[src/rtl/flog_pkg.sv]
// flog_pkg -- shared constants and types for the philo log2 arbiter slice.
//   FRACT_WIDTH_PHILO : mantissa width (1.M, MSB is the implicit one)
//   OUT_WIDTH_PHILO   : fractional log2 result width
//   N_IT_PHILO        : core iterations, one result bit per iteration
//   NUM_REQ_PHILO     : default requester count sharing one core
//   PHILO_TIMEOUT     : max cycles from core launch to core valid
//   ss_arb_t          : arbiter FSM states
package flog_pkg;

  localparam int FRACT_WIDTH_PHILO = 16;
  localparam int OUT_WIDTH_PHILO   = 8;
  localparam int N_IT_PHILO        = OUT_WIDTH_PHILO;
  localparam int NUM_REQ_PHILO     = 4;
  localparam int PHILO_TIMEOUT     = OUT_WIDTH_PHILO + 8;

  typedef enum logic [1:0] {
    IDLE,
    LAUNCH,
    WAIT,
    RESP
  } ss_arb_t;

endpackage

[src/rtl/philo_arb_core.sv]
// philo_arb_core -- iterative fractional log2 by repeated squaring.
// x = man / 2^(FW-1) lies in [1,2). Squaring doubles log2(x); if x^2 >= 2
// the next result bit is 1 and x^2 is halved back into [1,2). One bit per
// cycle, MSB first. The product is truncated to FW bits each step.
//   clk       : clock
//   rst       : synchronous active-high reset (arbiter reset OR flush)
//   in_valid  : start pulse, ignored while busy
//   man       : mantissa 1.M, MSB = 1
//   out_valid : one-cycle pulse, N_IT_PHILO+1 cycles after in_valid
//   result    : fractional log2 bits 0.b(n-1)..b0
module philo_arb_core
  import flog_pkg::*;
(
  input  logic                         clk,
  input  logic                         rst,
  input  logic                         in_valid,
  input  logic [FRACT_WIDTH_PHILO-1:0] man,
  output logic                         out_valid,
  output logic [OUT_WIDTH_PHILO-1:0]   result
);

  localparam int FW = FRACT_WIDTH_PHILO;
  localparam int CW = $clog2(N_IT_PHILO);

  logic [FW-1:0]   x;
  logic [2*FW-1:0] sq;
  logic [FW-1:0]   x_next;
  logic            bit_next;
  logic            busy;
  logic [CW-1:0]   it_cnt;

  // NOTE: every signal written here gets a value on every path, so no latch is inferred.
  always_comb begin
    sq       = {{FW{1'b0}}, x} * {{FW{1'b0}}, x};
    bit_next = sq[2*FW-1];
    // Renormalise into [1,2): drop one extra bit when the square reached 2.
    x_next   = bit_next ? sq[2*FW-1 -: FW] : sq[2*FW-2 -: FW];
  end

  // NOTE: sequential state uses non-blocking assignments so all flops see pre-edge values.
  always_ff @(posedge clk) begin
    if (rst) begin
      x         <= '0;
      busy      <= 1'b0;
      it_cnt    <= '0;
      out_valid <= 1'b0;
      result    <= '0;
    end else begin
      out_valid <= 1'b0;
      if (busy) begin
        x      <= x_next;
        result <= {result[OUT_WIDTH_PHILO-2:0], bit_next};
        it_cnt <= it_cnt + CW'(1);
        if (it_cnt == CW'(N_IT_PHILO - 1)) begin
          busy      <= 1'b0;
          out_valid <= 1'b1;
        end
      end else if (in_valid) begin
        x      <= man;
        result <= '0;
        it_cnt <= '0;
        busy   <= 1'b1;
      end
    end
  end

endmodule

[src/rtl/philo_arb.sv]
// philo_arb -- round-robin arbiter sharing one iterative log2 core among
// NUM_REQ requesters, one request in flight, with a core watchdog.
//   clk, rst     : clock, synchronous active-high reset
//   req_valid_i  : per-requester request, held until its req_ready_o
//   req_man_i    : per-requester mantissa 1.M
//   req_ready_o  : one-hot accept, combinational, IDLE only
//   rsp_valid_o  : response valid (RESP state)
//   rsp_ready_i  : response consumer ready
//   rsp_id_o     : index of the served requester
//   rsp_data_o   : fractional log2 result (0 on timeout)
//   rsp_err_o    : response is a timeout
module philo_arb
  import flog_pkg::*;
#(
  parameter int NUM_REQ = NUM_REQ_PHILO,
  parameter int TIMEOUT = PHILO_TIMEOUT
) (
  input  logic                                      clk,
  input  logic                                      rst,
  input  logic [NUM_REQ-1:0]                        req_valid_i,
  input  logic [NUM_REQ-1:0][FRACT_WIDTH_PHILO-1:0] req_man_i,
  output logic [NUM_REQ-1:0]                        req_ready_o,
  output logic                                      rsp_valid_o,
  input  logic                                      rsp_ready_i,
  output logic [$clog2(NUM_REQ)-1:0]                rsp_id_o,
  output logic [OUT_WIDTH_PHILO-1:0]                rsp_data_o,
  output logic                                      rsp_err_o
);

  localparam int IW = $clog2(NUM_REQ);
  localparam int TW = $clog2(TIMEOUT + 1);

  ss_arb_t                      state, state_next;
  logic [IW-1:0]                rr_ptr, cur_id, gnt_idx, cand;
  logic                         gnt_any;
  logic [FRACT_WIDTH_PHILO-1:0] cur_man;
  logic [TW-1:0]                tmo_cnt;
  logic                         tmo_hit;
  logic                         core_in_valid, core_valid, core_flush, core_rst;
  logic [OUT_WIDTH_PHILO-1:0]   core_result;

  // First valid requester at or after rr_ptr, with wrap-around.
  always_comb begin
    gnt_any = 1'b0;
    gnt_idx = '0;
    cand    = '0;
    for (int k = 0; k < NUM_REQ; k++) begin
      cand = IW'((int'(rr_ptr) + k) % NUM_REQ);
      if (!gnt_any && req_valid_i[cand]) begin
        gnt_any = 1'b1;
        gnt_idx = cand;
      end
    end
  end

  // Core valid wins over the watchdog on the same cycle.
  assign tmo_hit  = (state == WAIT) && !core_valid && (tmo_cnt == TW'(TIMEOUT));
  assign core_rst = rst | core_flush;
  assign rsp_id_o = cur_id;

  always_ff @(posedge clk) begin
    if (rst) state <= IDLE;
    else     state <= state_next;
  end

  always_comb begin
    state_next = state;
    unique case (state)
      IDLE:    if (gnt_any) state_next = LAUNCH;
      LAUNCH:  state_next = WAIT;
      WAIT:    if (core_valid || tmo_hit) state_next = RESP;
      RESP:    if (rsp_ready_i) state_next = IDLE;
      default: state_next = IDLE;
    endcase
  end

  always_comb begin
    req_ready_o   = '0;
    rsp_valid_o   = 1'b0;
    core_in_valid = 1'b0;
    core_flush    = 1'b0;
    unique case (state)
      IDLE:    if (gnt_any && !rst) req_ready_o[gnt_idx] = 1'b1;
      LAUNCH:  core_in_valid = 1'b1;
      WAIT:    core_flush = tmo_hit;
      RESP:    rsp_valid_o = 1'b1;
      default: ;
    endcase
  end

  always_ff @(posedge clk) begin
    if (rst) begin
      rr_ptr     <= '0;
      cur_id     <= '0;
      cur_man    <= '0;
      tmo_cnt    <= '0;
      rsp_data_o <= '0;
      rsp_err_o  <= 1'b0;
    end else begin
      unique case (state)
        IDLE: if (gnt_any) begin
          cur_id  <= gnt_idx;
          cur_man <= req_man_i[gnt_idx];
        end
        LAUNCH: tmo_cnt <= '0;
        WAIT: begin
          if (core_valid) begin
            rsp_data_o <= core_result;
            rsp_err_o  <= 1'b0;
          end else if (tmo_hit) begin
            rsp_data_o <= '0;
            rsp_err_o  <= 1'b1;
          end else begin
            tmo_cnt <= tmo_cnt + TW'(1);
          end
        end
        RESP: if (rsp_ready_i) begin
          rr_ptr <= (cur_id == IW'(NUM_REQ - 1)) ? '0 : cur_id + IW'(1);
        end
        default: ;
      endcase
    end
  end

  philo_arb_core u_core (
    .clk       (clk),
    .rst       (core_rst),
    .in_valid  (core_in_valid),
    .man       (cur_man),
    .out_valid (core_valid),
    .result    (core_result)
  );

endmodule
[config.mk]
export PLATFORM = sky130hd
export DESIGN_NAME = philo_arb
export DESIGN_NICKNAME = d
export VERILOG_FILES = /design/src/rtl/flog_pkg.sv /design/src/rtl/philo_arb_core.sv /design/src/rtl/philo_arb.sv
export SDC_FILE = /design/constraint.sdc
export NUM_CORES = 1
export LEC_CHECK = 0
export CORE_MARGIN = 4
export CORE_UTILIZATION = 66
export DETAILED_ROUTE_END_ITERATION = 10
export GPL_TIMING_DRIVEN = 0
export PLACE_DENSITY_LB_ADDON = 0.3
export SLEW_MARGIN = 20
export SYNTH_ARGS = -nofsm -noshare
export SYNTH_HDL_FRONTEND = slang
export SYNTH_SLANG_ARGS = --single-unit
[constraint.sdc]
create_clock -name clk -period 8.9 [get_ports clk]
set_input_delay 0.89 -clock clk [delete_from_list [all_inputs] [get_ports clk]]
set_output_delay 0.89 -clock clk [all_outputs]
set_load 0.05 [all_outputs]
==> run_summary.xml, run 1 <==
<?xml version="1.0" encoding="UTF-8"?>
<metrics>
  <group name="outcome">
    <metric name="outcome" unit="">complete, no violations</metric>
  </group>
  <group name="sta">
    <metric name="tightestPinTransition" unit="ps">878</metric>
    <metric name="timing.fmax" unit="GHz">0.137</metric>
    <metric name="fin_tns_setup" unit="ps">0</metric>
    <metric name="timing.final.crit_period" unit="ps">7290</metric>
    <metric name="final_max_tran_viols" unit="">0</metric>
    <metric name="setup_repair_after_global_routing_missed_its_margin" unit="">false</metric>
    <metric name="worst_slew_margin_rel" unit="">0.410</metric>
    <metric name="clock_skew" unit="ps">4.44</metric>
    <metric name="hold_viol" unit="">0</metric>
    <metric name="setup_viol" unit="">0</metric>
    <metric name="final_critical_path_setup_slack" unit="ps">1610</metric>
    <metric name="period_share" unit="">0.819</metric>
  </group>
  <group name="power_and_ir_drop">
    <metric name="leakage" unit="nW">6.05</metric>
    <metric name="power_per_cell_area" unit="nW/um^2">179</metric>
    <metric name="vdd_ir_drop_max" unit="uV">143</metric>
    <metric name="total_power" unit="W">0.00214</metric>
  </group>
  <group name="route">
    <metric name="route.vias.total" unit="">8874</metric>
    <metric name="drt-vias-per-instance" unit="">5.60</metric>
    <metric name="initialDrtViolationCount" unit="">549</metric>
    <metric name="drc" unit="">0</metric>
    <metric name="finalWirelength" unit="mm">26.6</metric>
    <metric name="drt_first_pass_iters" unit="">6</metric>
    <metric name="detail_route.wl_per_cell" unit="um">16.8</metric>
    <metric name="drt.antenna.violating_nets" unit="">0</metric>
  </group>
  <group name="synthesis">
    <metric name="synth_fp_nets" unit="">1610</metric>
    <metric name="leading_cell_type_by_number_of_instances_after_synthesis" unit="">inv_1</metric>
    <metric name="synth_top_area_cell" unit="">fa_1</metric>
    <metric name="synthArstFlopShare" unit="">0</metric>
    <metric name="syn_area_per_cell" unit="um^2">8.34</metric>
    <metric name="ys_seq_elements" unit="">65</metric>
    <metric name="synthCells" unit="">1269</metric>
    <metric name="ys_top_cells_by_area" unit="">fa_1 30%, ha_1 13%, dfxtp_1 12%</metric>
    <metric name="synth-warning-count" unit="">0</metric>
    <metric name="synth_top_cell_area_share" unit="">0.305</metric>
    <metric name="mappedNetlistArea" unit="um^2">10600</metric>
    <metric name="synth_seq_area_share" unit="">0.123</metric>
    <metric name="synth.lib_cells_used.distinct" unit="">56</metric>
    <metric name="synth_ff_type" unit="">dfxtp_1</metric>
    <metric name="synth_enable_flop_cells" unit="">0</metric>
    <metric name="synth_commonest_cells" unit="">271 x inv_1, 161 x fa_1, 147 x nand2_1, 109 x ha_1, 83 x nor2_1</metric>
  </group>
  <group name="critical_path">
    <metric name="worstPathMaxFanout" unit="">10</metric>
    <metric name="cp_data_required_time" unit="ps">9080</metric>
    <metric name="critPathLaunchType" unit="">register</metric>
    <metric name="critical_path_class" unit="">register to register</metric>
    <metric name="crit_arrival" unit="ps">7470</metric>
    <metric name="regToRegSetupSlack" unit="ps">1610</metric>
    <metric name="worst_setup_path_end_kind" unit="">register</metric>
    <metric name="timing.rr.start" unit="">u_core.x[5]$_SDFFE_PP0P_</metric>
    <metric name="critPathLaunch" unit="">u_core.x[5]$_SDFFE_PP0P_</metric>
  </group>
  <group name="floorplanning">
    <metric name="placeableCoreArea" unit="um^2">15800</metric>
    <metric name="die_w" unit="um">135</metric>
    <metric name="fp.dieH" unit="um">135</metric>
    <metric name="design.die.area" unit="um^2">18100</metric>
    <metric name="design.portCount" unit="">87</metric>
    <metric name="row_count" unit="">46</metric>
    <metric name="floorplan.initialDensity" unit="">0.671</metric>
  </group>
  <group name="clocking">
    <metric name="cts-htree-levels" unit="">3</metric>
    <metric name="cts.root.buffer_cell" unit="">clkbuf_16</metric>
    <metric name="clock_sink_count" unit="">65</metric>
    <metric name="clkSlewWorstSetupHoldPaths" unit="ps">50</metric>
    <metric name="clk-insertion-delay-late" unit="ps">320</metric>
    <metric name="tritoncts" unit="">built</metric>
    <metric name="cts-root-to-sink-buffers" unit="">2</metric>
    <metric name="number_of_buffers_added_by_the_clock_tree_synthesis_step" unit="">9</metric>
    <metric name="postCtsResizedCells" unit="">0</metric>
    <metric name="post_cts_buffers" unit="">0</metric>
    <metric name="cts_hold_buffers" unit="">0</metric>
  </group>
  <group name="layout">
    <metric name="n_antenna_cell" unit="">0</metric>
    <metric name="layout.filler_cells" unit="">1187</metric>
    <metric name="fin_util" unit="">0.760</metric>
    <metric name="post_route_cell_area" unit="um^2">12000</metric>
    <metric name="nets" unit="">1707</metric>
    <metric name="area_delta_synth_final" unit="%">13.2</metric>
    <metric name="fraction_of_layout_instances_using_a_drive_strength_above_1" unit="">0.0307</metric>
  </group>
  <group name="grt">
    <metric name="globalRouteOverflowTotal" unit="">0</metric>
    <metric name="grt_pass1_vias" unit="">9465</metric>
    <metric name="wire_length_of_the_first_global_routing_pass" unit="mm">45.1</metric>
    <metric name="grt_start_max_net_pins" unit="">11</metric>
    <metric name="initial_antenna_violation_count" unit="">0</metric>
    <metric name="grt.total_usage" unit="">0.311</metric>
  </group>
  <group name="placed_design">
    <metric name="detailed_place.area" unit="um^2">11700</metric>
    <metric name="routability_congestion_estimate_from_global_placement" unit="">0.962</metric>
    <metric name="dpl.hpwl" unit="mm">22.2</metric>
    <metric name="place_worst_setup_slack" unit="ps">1680</metric>
    <metric name="numPortBuffers" unit="">86</metric>
  </group>
  <group name="worst_hold_path">
    <metric name="worst_hold_startpoint" unit="">u_core.result[7]$_SDFFE_PP0P_</metric>
    <metric name="worst_hold_path_type" unit="">register to register</metric>
  </group>
  <group name="flow_run">
    <metric name="max_cap_viols" unit="">0</metric>
  </group>
</metrics>
[where the power goes]
part / total (W) / internal (W) / switching (W)
clock: 0.000328 / 0.000212 / 0.000116
sequential: 0.000416 / 0.000349 / 0.0000677
combinational: 0.00140 / 0.000510 / 0.000890
[cell usage in the layout, fill, tap and decap left out, types with 7 or more instances in the layout]
cell type / instances
clkbuf_16: 9
nor3b_1: 10
o21ai_0: 26
xor2_1: 11
mux2_2: 7
inv_1: 271
fa_1: 161
clkdlybuf4s50_1: 86
a211oi_1: 25
ha_1: 109
dfxtp_1: 65
nand4_1: 7
nand2b_1: 9
nand3_1: 21
xnor2_1: 22
a311oi_1: 17
clkbuf_1: 54
and2_1: 56
nor2_1: 83
nor3_1: 7
nand2_1: 147
mux2i_1: 14
a21oi_1: 67
[worst paths after layout]
check | endpoint | cells past startpoint
hold reg to reg | rsp_data_o[7]$_SDFFE_PP0P_ | 2
hold / removal | rsp_data_o[7]$_SDFFE_PP0P_ | 2
setup / recovery | u_core.x[15]$_SDFFE_PP0P_ | 23
setup reg to reg | u_core.x[15]$_SDFFE_PP0P_ | 23
[stage by stage]
stage	std cells	hold WS, ps
5_1_grt	1584	490
3_3_place_gp	1571	447
6_report	1584	463
4_1_cts	1584	465
2_1_floorplan	1269	427
3_5_place_dp	1571	459
[critical path: stages, from the launching register on]
cell and delay [ps]:
dfxtp_1 300, clkbuf_1 520, clkbuf_1 510, nand2_1 210, fa_1 560, inv_1 60, fa_1 530, fa_1 450
fa_1 520, fa_1 510, inv_1 60, fa_1 470, inv_1 40, ha_1 260, clkbuf_2 170, a21oi_2 220
o21ai_0 140, o311ai_1 250, a21oi_1 150, and2_1 210, a2111oi_4 460, o21bai_1 170, xnor2_1 250, a31oi_1 120
[state kept, by name, summed over array words and instances, names as in the netlist]
register          count
rsp_err_o             1
u_core.out_valid      1
rsp_data_o            8
rr_ptr                2
cur_man              16
u_core.result         8
u_core.it_cnt         3
u_core.x             16
state                 2
u_core.busy           1
tmo_cnt               5
rsp_id_o              2
[cell type report]
type,instances,area [um^2],share of cell area
Inverter,271,1020,0.0849
Tap cell,216,270,0.0226
Timing Repair Buffer,86,861,0.0719
Buffer,63,269,0.0225
Sequential cell,65,1300,0.109
Clock buffer,12,236,0.0197
Clock inverter,1,30.0,0.00251
Multi-Input combinational cell,870,8000,0.667
[kinds of logic (layout without fill, tap and decap cells)]
kind of cell               after synthesis  in the layout  share of synthesized area
AOI/OAI and AO/OA                      183            183                      0.114
xor gates and xnor gates                33             33                     0.0273
adders and majority gates              270            270                      0.433
buffers and inverters                  334            433                      0.122
DFF                                     65             65                      0.123
muxes                                   21             21                     0.0207
and+or+nand+nor                        363            363                      0.160
[layer usage]
layer	up-vias	GRT usage	routed length, um
met5	-	0	0
met4	0	0.117	906
met3	72	0.0507	1560
met2	300	0.544	13700
met1	4324	0.387	10400
li1	4178	-	-
Note: power is estimated with default switching activity, not from simulation.
==> run 2: changes to the inputs <==
--- a/config.mk
+++ b/config.mk
@@ -6,7 +6,7 @@
 export NUM_CORES = 1
 export LEC_CHECK = 0
 export CORE_MARGIN = 4
-export CORE_UTILIZATION = 66
+export CORE_UTILIZATION = 61
 export DETAILED_ROUTE_END_ITERATION = 10
 export GPL_TIMING_DRIVEN = 0
 export PLACE_DENSITY_LB_ADDON = 0.3
==> constraint.sdc (replaced) <==
create_clock -name clk -period 7.5 [get_ports clk]
set_input_delay 0.75 -clock clk [delete_from_list [all_inputs] [get_ports clk]]
set_output_delay 0.75 -clock clk [all_outputs]
set_load 0.05 [all_outputs]
==> run 2 against run 1 <==
Clock power grew 58%. Clock-buffer cell count shrank 3. Critical path depth grew 2. Final area grew 1.0%. Global-route usage shrank 2.9 points. Power grew 25%. Non-clock buffer count is the same. First-iteration DRC count grew 11%. Sequential power grew 19%. Highest routed layer unchanged.
==> run_summary.xml, run 2 (synthesis gave the netlist of run 1 again) <==
<?xml version="1.0" encoding="UTF-8"?>
<metrics>
  <group name="route">
    <metric name="drt.antenna.violating_nets" unit="">0</metric>
    <metric name="route.vias.total" unit="">8757</metric>
    <metric name="finalWirelength" unit="mm">26.8</metric>
    <metric name="detail_route.wl_per_cell" unit="um">16.8</metric>
    <metric name="drt_first_pass_iters" unit="">5</metric>
    <metric name="initialDrtViolationCount" unit="">609</metric>
    <metric name="drt-vias-per-instance" unit="">5.50</metric>
    <metric name="drc" unit="">0</metric>
  </group>
  <group name="sta">
    <metric name="timing.final.crit_period" unit="ps">7150</metric>
    <metric name="setup_viol" unit="">0</metric>
    <metric name="tightestPinTransition" unit="ps">895</metric>
    <metric name="setup_repair_after_global_routing_missed_its_margin" unit="">false</metric>
    <metric name="fin_tns_setup" unit="ps">0</metric>
    <metric name="period_share" unit="">0.954</metric>
    <metric name="clock_skew" unit="ps">9.32</metric>
    <metric name="worst_slew_margin_rel" unit="">0.403</metric>
    <metric name="hold_viol" unit="">0</metric>
    <metric name="final_critical_path_setup_slack" unit="ps">348</metric>
    <metric name="final_max_tran_viols" unit="">0</metric>
    <metric name="final.hold.worst_slack" unit="ps">468</metric>
    <metric name="timing.fmax" unit="GHz">0.140</metric>
  </group>
  <group name="critical_path">
    <metric name="worst_setup_path_end_kind" unit="">register</metric>
    <metric name="cp_data_required_time" unit="ps">7740</metric>
    <metric name="crit_arrival" unit="ps">7390</metric>
    <metric name="critical_path_class" unit="">register to register</metric>
    <metric name="critical_path_s_slowest_cell" unit="">dfxtp_1</metric>
    <metric name="cp_top_family" unit="">adder cells</metric>
    <metric name="worstPathMaxFanout" unit="">10</metric>
    <metric name="critPathLaunchType" unit="">register</metric>
    <metric name="cp_slowest_stage_delay" unit="ps">690</metric>
    <metric name="critPathBufInv" unit="">7</metric>
  </group>
  <group name="flow_run">
    <metric name="max_cap_viols" unit="">0</metric>
  </group>
  <group name="clocking">
    <metric name="number_of_buffers_added_by_the_clock_tree_synthesis_step" unit="">9</metric>
    <metric name="cts_hold_buffers" unit="">0</metric>
    <metric name="cts.root.buffer_cell" unit="">clkbuf_16</metric>
    <metric name="clk-insertion-delay-late" unit="ps">330</metric>
    <metric name="cts-root-to-sink-buffers" unit="">2</metric>
    <metric name="clkSlewWorstSetupHoldPaths" unit="ps">50</metric>
    <metric name="tritoncts" unit="">built</metric>
    <metric name="cts-htree-levels" unit="">3</metric>
    <metric name="clock_sink_count" unit="">65</metric>
  </group>
  <group name="power_and_ir_drop">
    <metric name="internal_power" unit="W">0.00138</metric>
    <metric name="leakage" unit="nW">6.13</metric>
    <metric name="vdd_ir_drop_max" unit="uV">201</metric>
    <metric name="total_switching_power" unit="W">0.00129</metric>
    <metric name="seq_power_share" unit="">0.185</metric>
    <metric name="power.share.clock" unit="">0.194</metric>
    <metric name="power_per_cell_area" unit="nW/um^2">221</metric>
    <metric name="switching_share" unit="">0.483</metric>
    <metric name="combPwrFrac" unit="">0.621</metric>
  </group>
  <group name="layout">
    <metric name="layout_commonest_cell" unit="">inv_1</metric>
    <metric name="regArea" unit="um^2">1300</metric>
    <metric name="n_antenna_cell" unit="">0</metric>
    <metric name="layout_common_cells" unit="">271 x inv_1, 161 x fa_1, 147 x nand2_1, 109 x ha_1, 86 x clkdlybuf4s50_1</metric>
    <metric name="area_delta_synth_final" unit="%">14.4</metric>
    <metric name="biggestRegsByFlops" unit="">cur_man: 16 flops, u_core.x: 16 flops</metric>
    <metric name="nets" unit="">1707</metric>
    <metric name="multiInputGateArea" unit="um^2">8000</metric>
    <metric name="fraction_of_layout_instances_using_a_drive_strength_above_1" unit="">0.0416</metric>
    <metric name="layout.filler_cells" unit="">1319</metric>
  </group>
  <group name="grt">
    <metric name="grt_pass1_vias" unit="">9395</metric>
    <metric name="grt.total_usage" unit="">0.282</metric>
    <metric name="wire_length_of_the_first_global_routing_pass" unit="mm">45.1</metric>
    <metric name="globalRouteOverflowTotal" unit="">0</metric>
    <metric name="initial_antenna_violation_count" unit="">0</metric>
    <metric name="grt_start_max_net_pins" unit="">13</metric>
  </group>
  <group name="floorplanning">
    <metric name="row_count" unit="">47</metric>
    <metric name="die_w" unit="um">140</metric>
    <metric name="placeableCoreArea" unit="um^2">16800</metric>
    <metric name="design.portCount" unit="">87</metric>
    <metric name="fp.dieH" unit="um">140</metric>
    <metric name="design.die.area" unit="um^2">19500</metric>
    <metric name="floorplan.initialDensity" unit="">0.629</metric>
  </group>
  <group name="placed_design">
    <metric name="dpl.hpwl" unit="mm">22.2</metric>
    <metric name="routability_congestion_estimate_from_global_placement" unit="">0.969</metric>
    <metric name="place_worst_setup_slack" unit="ps">282</metric>
    <metric name="numPortBuffers" unit="">86</metric>
  </group>
  <group name="worst_hold_path">
    <metric name="worst_hold_path_type" unit="">register to register</metric>
  </group>
  <group name="outcome">
    <metric name="outcome" unit="">complete, no violations</metric>
  </group>
</metrics>
[run 2: final cells by class]
class                   count  area share
plain buffers              63      0.0231
clock buffers               9      0.0186
well taps                 220      0.0227
clock inverters             7      0.0118
inverters                 271      0.0841
multi-input cells         870       0.661
flip-flops and latches     65       0.108
repair buffers             86      0.0711
[run 2: stage by stage]
step,instance area (um^2),power [W],instances,util
after detailed placement,11700,0.00213,1575,0.697
after CTS,12100,0.00267,1591,0.719
after global routing,12100,0.00290,1591,0.720
after global placement,11700,0.00208,1575,0.697
after floorplan,10600,0.00164,1269,-
final,12100,0.00267,1591,0.720
[run 2: path summary, 6_finish.rpt]
check / to / cells past startpoint / slack, ps / start
worst max-delay path: u_core.x[8]$_SDFFE_PP0P_ / 25 / 350 / u_core.x[9]$_SDFFE_PP0P_
worst min-delay path: rsp_err_o$_SDFFE_PP0P_ / 2 / 470 / rsp_err_o$_SDFFE_PP0P_
worst max register to register: u_core.x[8]$_SDFFE_PP0P_ / 25 / 350 / u_core.x[9]$_SDFFE_PP0P_
worst min register to register: rsp_err_o$_SDFFE_PP0P_ / 2 / 470 / rsp_err_o$_SDFFE_PP0P_
[run 2: worst reg2reg max path: stages, from the launching register on]
cell and delay, ps:
dfxtp_1 690, clkbuf_2 380, nand2_1 160, fa_1 510
inv_1 60, ha_1 190, a21o_1 170, fa_1 530
inv_1 50, fa_1 520, inv_1 50, fa_1 480
inv_1 60, fa_1 550, inv_1 50, ha_1 300
a211oi_1 300, o21ai_0 270, o211ai_1 340, a21oi_1 130
nor3_2 290, xnor2_1 230, buf_6 210, mux2i_1 200
o221ai_1 150, a21oi_1 210
[run 2: layer usage]
layer  track usage  vias to the layer above  part of all wire  wire length (um)
met2         0.496                      256              0.51             13700
met1         0.364                     4261              0.41             11000
li1              -                     4177                 -                 -
met5             0                        -                 0                 0
met3        0.0305                       63             0.045              1220
met4        0.0938                        0             0.033               872
[run 2: timing repair]
action	4_1_cts	5_1_grt
setup endpoints to repair	0	15
setup buffers	0	0
gates resized for setup	0	17
[run 2: power groups by stage]
stage                     logic (W)  registers [W]  clock network (W)
after floorplan             0.00118       0.000467                  0
after global placement      0.00159       0.000495                  0
after detailed placement    0.00163       0.000497                  0
after CTS                   0.00166       0.000491           0.000519
after global routing        0.00186       0.000501           0.000536
final                       0.00166       0.000495           0.000518
==> run 3: changes to the inputs <==
--- a/config.mk
+++ b/config.mk
@@ -9,7 +9,7 @@
 export CORE_UTILIZATION = 61
 export DETAILED_ROUTE_END_ITERATION = 10
 export GPL_TIMING_DRIVEN = 0
-export PLACE_DENSITY_LB_ADDON = 0.3
+export PLACE_DENSITY = 0.9
 export SLEW_MARGIN = 20
 export SYNTH_ARGS = -nofsm -noshare
 export SYNTH_HDL_FRONTEND = slang
==> run 3 against run 2 <==
Setup slack better by 16 ps. Sequential power hardly changed. Clock skew is 2.9 ps lower. Utilization is 0.61 points lower. Global-route usage is 0.16 points higher. Non-clock buffer count stayed put. Clock power is 26% lower. Combinational power hardly changed. Final area is 0.85% lower.
==> run_summary.xml, run 3 (synthesis gave the netlist of run 1 again) <==
<?xml version="1.0" encoding="UTF-8"?>
<metrics>
  <group name="layout">
    <metric name="area_delta_synth_final" unit="%">13.4</metric>
    <metric name="layout_commonest_cell" unit="">inv_1</metric>
    <metric name="nets" unit="">1707</metric>
    <metric name="fin_util" unit="">0.713</metric>
    <metric name="n_antenna_cell" unit="">0</metric>
    <metric name="fraction_of_layout_instances_using_a_drive_strength_above_1" unit="">0.0387</metric>
    <metric name="biggestRegsByFlops" unit="">cur_man: 16 flops, u_core.x: 16 flops</metric>
    <metric name="layout_common_cells" unit="">271 x inv_1, 161 x fa_1, 147 x nand2_1, 109 x ha_1, 86 x clkdlybuf4s50_1</metric>
  </group>
  <group name="sta">
    <metric name="tightestPinTransition" unit="ps">866</metric>
    <metric name="clock_skew" unit="ps">6.46</metric>
    <metric name="setup_viol" unit="">0</metric>
    <metric name="fin_tns_setup" unit="ps">0</metric>
    <metric name="setup_repair_after_global_routing_missed_its_margin" unit="">false</metric>
    <metric name="worst_slew_margin_rel" unit="">0.422</metric>
    <metric name="final_max_tran_viols" unit="">0</metric>
    <metric name="timing.final.crit_period" unit="ps">7140</metric>
    <metric name="period_share" unit="">0.951</metric>
    <metric name="final.hold.worst_slack" unit="ps">469</metric>
    <metric name="timing.fmax" unit="GHz">0.140</metric>
    <metric name="hold_viol" unit="">0</metric>
  </group>
  <group name="route">
    <metric name="drt.antenna.violating_nets" unit="">0</metric>
    <metric name="drc" unit="">0</metric>
    <metric name="route.vias.total" unit="">9025</metric>
    <metric name="detail_route.wl_per_cell" unit="um">17.1</metric>
    <metric name="drt-vias-per-instance" unit="">5.68</metric>
    <metric name="initialDrtViolationCount" unit="">790</metric>
    <metric name="drt_first_pass_iters" unit="">5</metric>
    <metric name="finalWirelength" unit="mm">27.3</metric>
  </group>
  <group name="clocking">
    <metric name="number_of_buffers_added_by_the_clock_tree_synthesis_step" unit="">9</metric>
    <metric name="cts-htree-levels" unit="">3</metric>
    <metric name="clkSlewWorstSetupHoldPaths" unit="ps">60</metric>
    <metric name="cts.root.buffer_cell" unit="">clkbuf_16</metric>
    <metric name="clock_sink_count" unit="">65</metric>
    <metric name="tritoncts" unit="">built</metric>
    <metric name="cts_hold_buffers" unit="">0</metric>
    <metric name="cts-root-to-sink-buffers" unit="">2</metric>
    <metric name="post_cts_buffers" unit="">0</metric>
    <metric name="clk-insertion-delay-late" unit="ps">320</metric>
  </group>
  <group name="critical_path">
    <metric name="reg2regPathDepth" unit="">26</metric>
    <metric name="critical_path_class" unit="">register to register</metric>
    <metric name="critPathLaunchType" unit="">register</metric>
    <metric name="crit_arrival" unit="ps">7380</metric>
    <metric name="worstPathMaxFanout" unit="">10</metric>
    <metric name="cp_data_required_time" unit="ps">7740</metric>
    <metric name="worst_setup_path_end_kind" unit="">register</metric>
  </group>
  <group name="floorplanning">
    <metric name="fp.dieH" unit="um">140</metric>
    <metric name="placeableCoreArea" unit="um^2">16800</metric>
    <metric name="die_w" unit="um">140</metric>
    <metric name="design.portCount" unit="">87</metric>
    <metric name="floorplan.initialDensity" unit="">0.629</metric>
    <metric name="row_count" unit="">47</metric>
    <metric name="design.die.area" unit="um^2">19500</metric>
  </group>
  <group name="placed_design">
    <metric name="routability_congestion_estimate_from_global_placement" unit="">0.953</metric>
    <metric name="dpl.hpwl" unit="mm">22.4</metric>
    <metric name="numPortBuffers" unit="">86</metric>
  </group>
  <group name="flow_run">
    <metric name="max_cap_viols" unit="">0</metric>
  </group>
  <group name="grt">
    <metric name="initial_antenna_violation_count" unit="">0</metric>
    <metric name="grt_start_max_net_pins" unit="">12</metric>
    <metric name="grt_pass1_vias" unit="">9660</metric>
    <metric name="grt.total_usage" unit="">0.284</metric>
    <metric name="globalRouteOverflowTotal" unit="">0</metric>
    <metric name="wire_length_of_the_first_global_routing_pass" unit="mm">45.5</metric>
  </group>
  <group name="worst_hold_path">
    <metric name="worst_hold_path.num_cells" unit="">2</metric>
    <metric name="worst_hold_path_type" unit="">register to register</metric>
  </group>
  <group name="outcome">
    <metric name="outcome" unit="">complete, no violations</metric>
  </group>
  <group name="power_and_ir_drop">
    <metric name="power_per_cell_area" unit="nW/um^2">213</metric>
    <metric name="leakage" unit="nW">6.07</metric>
    <metric name="vdd_ir_drop_max" unit="uV">216</metric>
  </group>
</metrics>
[run 3: worst paths after layout]
kind	from	end	slack (ps)
worst min register to register	u_core.result[7]$_SDFFE_PP0P_	rsp_data_o[7]$_SDFFE_PP0P_	470
worst min-delay path	u_core.result[7]$_SDFFE_PP0P_	rsp_data_o[7]$_SDFFE_PP0P_	470
worst max-delay path	u_core.x[8]$_SDFFE_PP0P_	u_core.x[8]$_SDFFE_PP0P_	360
worst max register to register	u_core.x[8]$_SDFFE_PP0P_	u_core.x[8]$_SDFFE_PP0P_	360
[run 3: layout make-up]
class | instances | area (um^2)
multi-input combinational | 870 | 8000
fill | 1227 | 4820
sequential | 65 | 1300
inverter | 271 | 1020
timing repair buffer | 86 | 861
buffer | 63 | 278
tap | 220 | 275
clock buffer | 11 | 243
clock inverter | 4 | 28.8
[run 3: timing repair]
item                                    4_1_cts  5_1_grt
resized for setup                             0       14
endpoints found under the setup margin        0       10
endpoints found under the hold margin         0        0
[run 3: metrics by stage]
| stage | cell area (um^2) | total power [W] | setup WS [ps] | cells |
|---|---|---|---|---|
| 6_report | 12000 | 0.00256 | 364 | 1590 |
| 5_1_grt | 12000 | 0.00278 | 75.7 | 1590 |
| 4_1_cts | 12000 | 0.00254 | 231 | 1590 |
| 3_5_place_dp | 11700 | 0.00214 | 239 | 1575 |
| 3_3_place_gp | 11700 | 0.00207 | 404 | 1575 |
| 2_1_floorplan | 10600 | 0.00164 | 1470 | 1269 |
[run 3: worst max-delay path, stage by stage, from the launching register on]
cell and delay, ps:
dfxtp_1 350, clkbuf_1 350, nand2_1 260, inv_1 80
fa_1 540, inv_1 70, fa_1 540, inv_1 50
fa_1 500, inv_1 70, fa_1 530, inv_1 50
fa_1 480, inv_1 60, fa_1 550, inv_1 50
ha_1 300, a211oi_1 210, o21ai_0 220, o211ai_1 350
a21oi_1 140, nor3_2 310, xnor2_1 230, buf_6 210
mux2i_1 220, o221ai_1 140, a21oi_1 200
[run 3: layer usage]
layer,up-vias,routed length (um),global-route usage,part of all wire
met5,-,0,0,0
met4,0,1050,0.105,0.039
met3,98,1710,0.0346,0.063
met2,344,13900,0.507,0.51
met1,4409,10600,0.352,0.39
li1,4174,-,-,-
[run 3: report_power, final]
group / switching (W) / total [W] / internal, W / leakage [nW]
clock network: 0.000154 / 0.000385 / 0.000231 / 0.128
logic: 0.00107 / 0.00168 / 0.000609 / 5.42
registers: 0.0000843 / 0.000498 / 0.000413 / 0.530
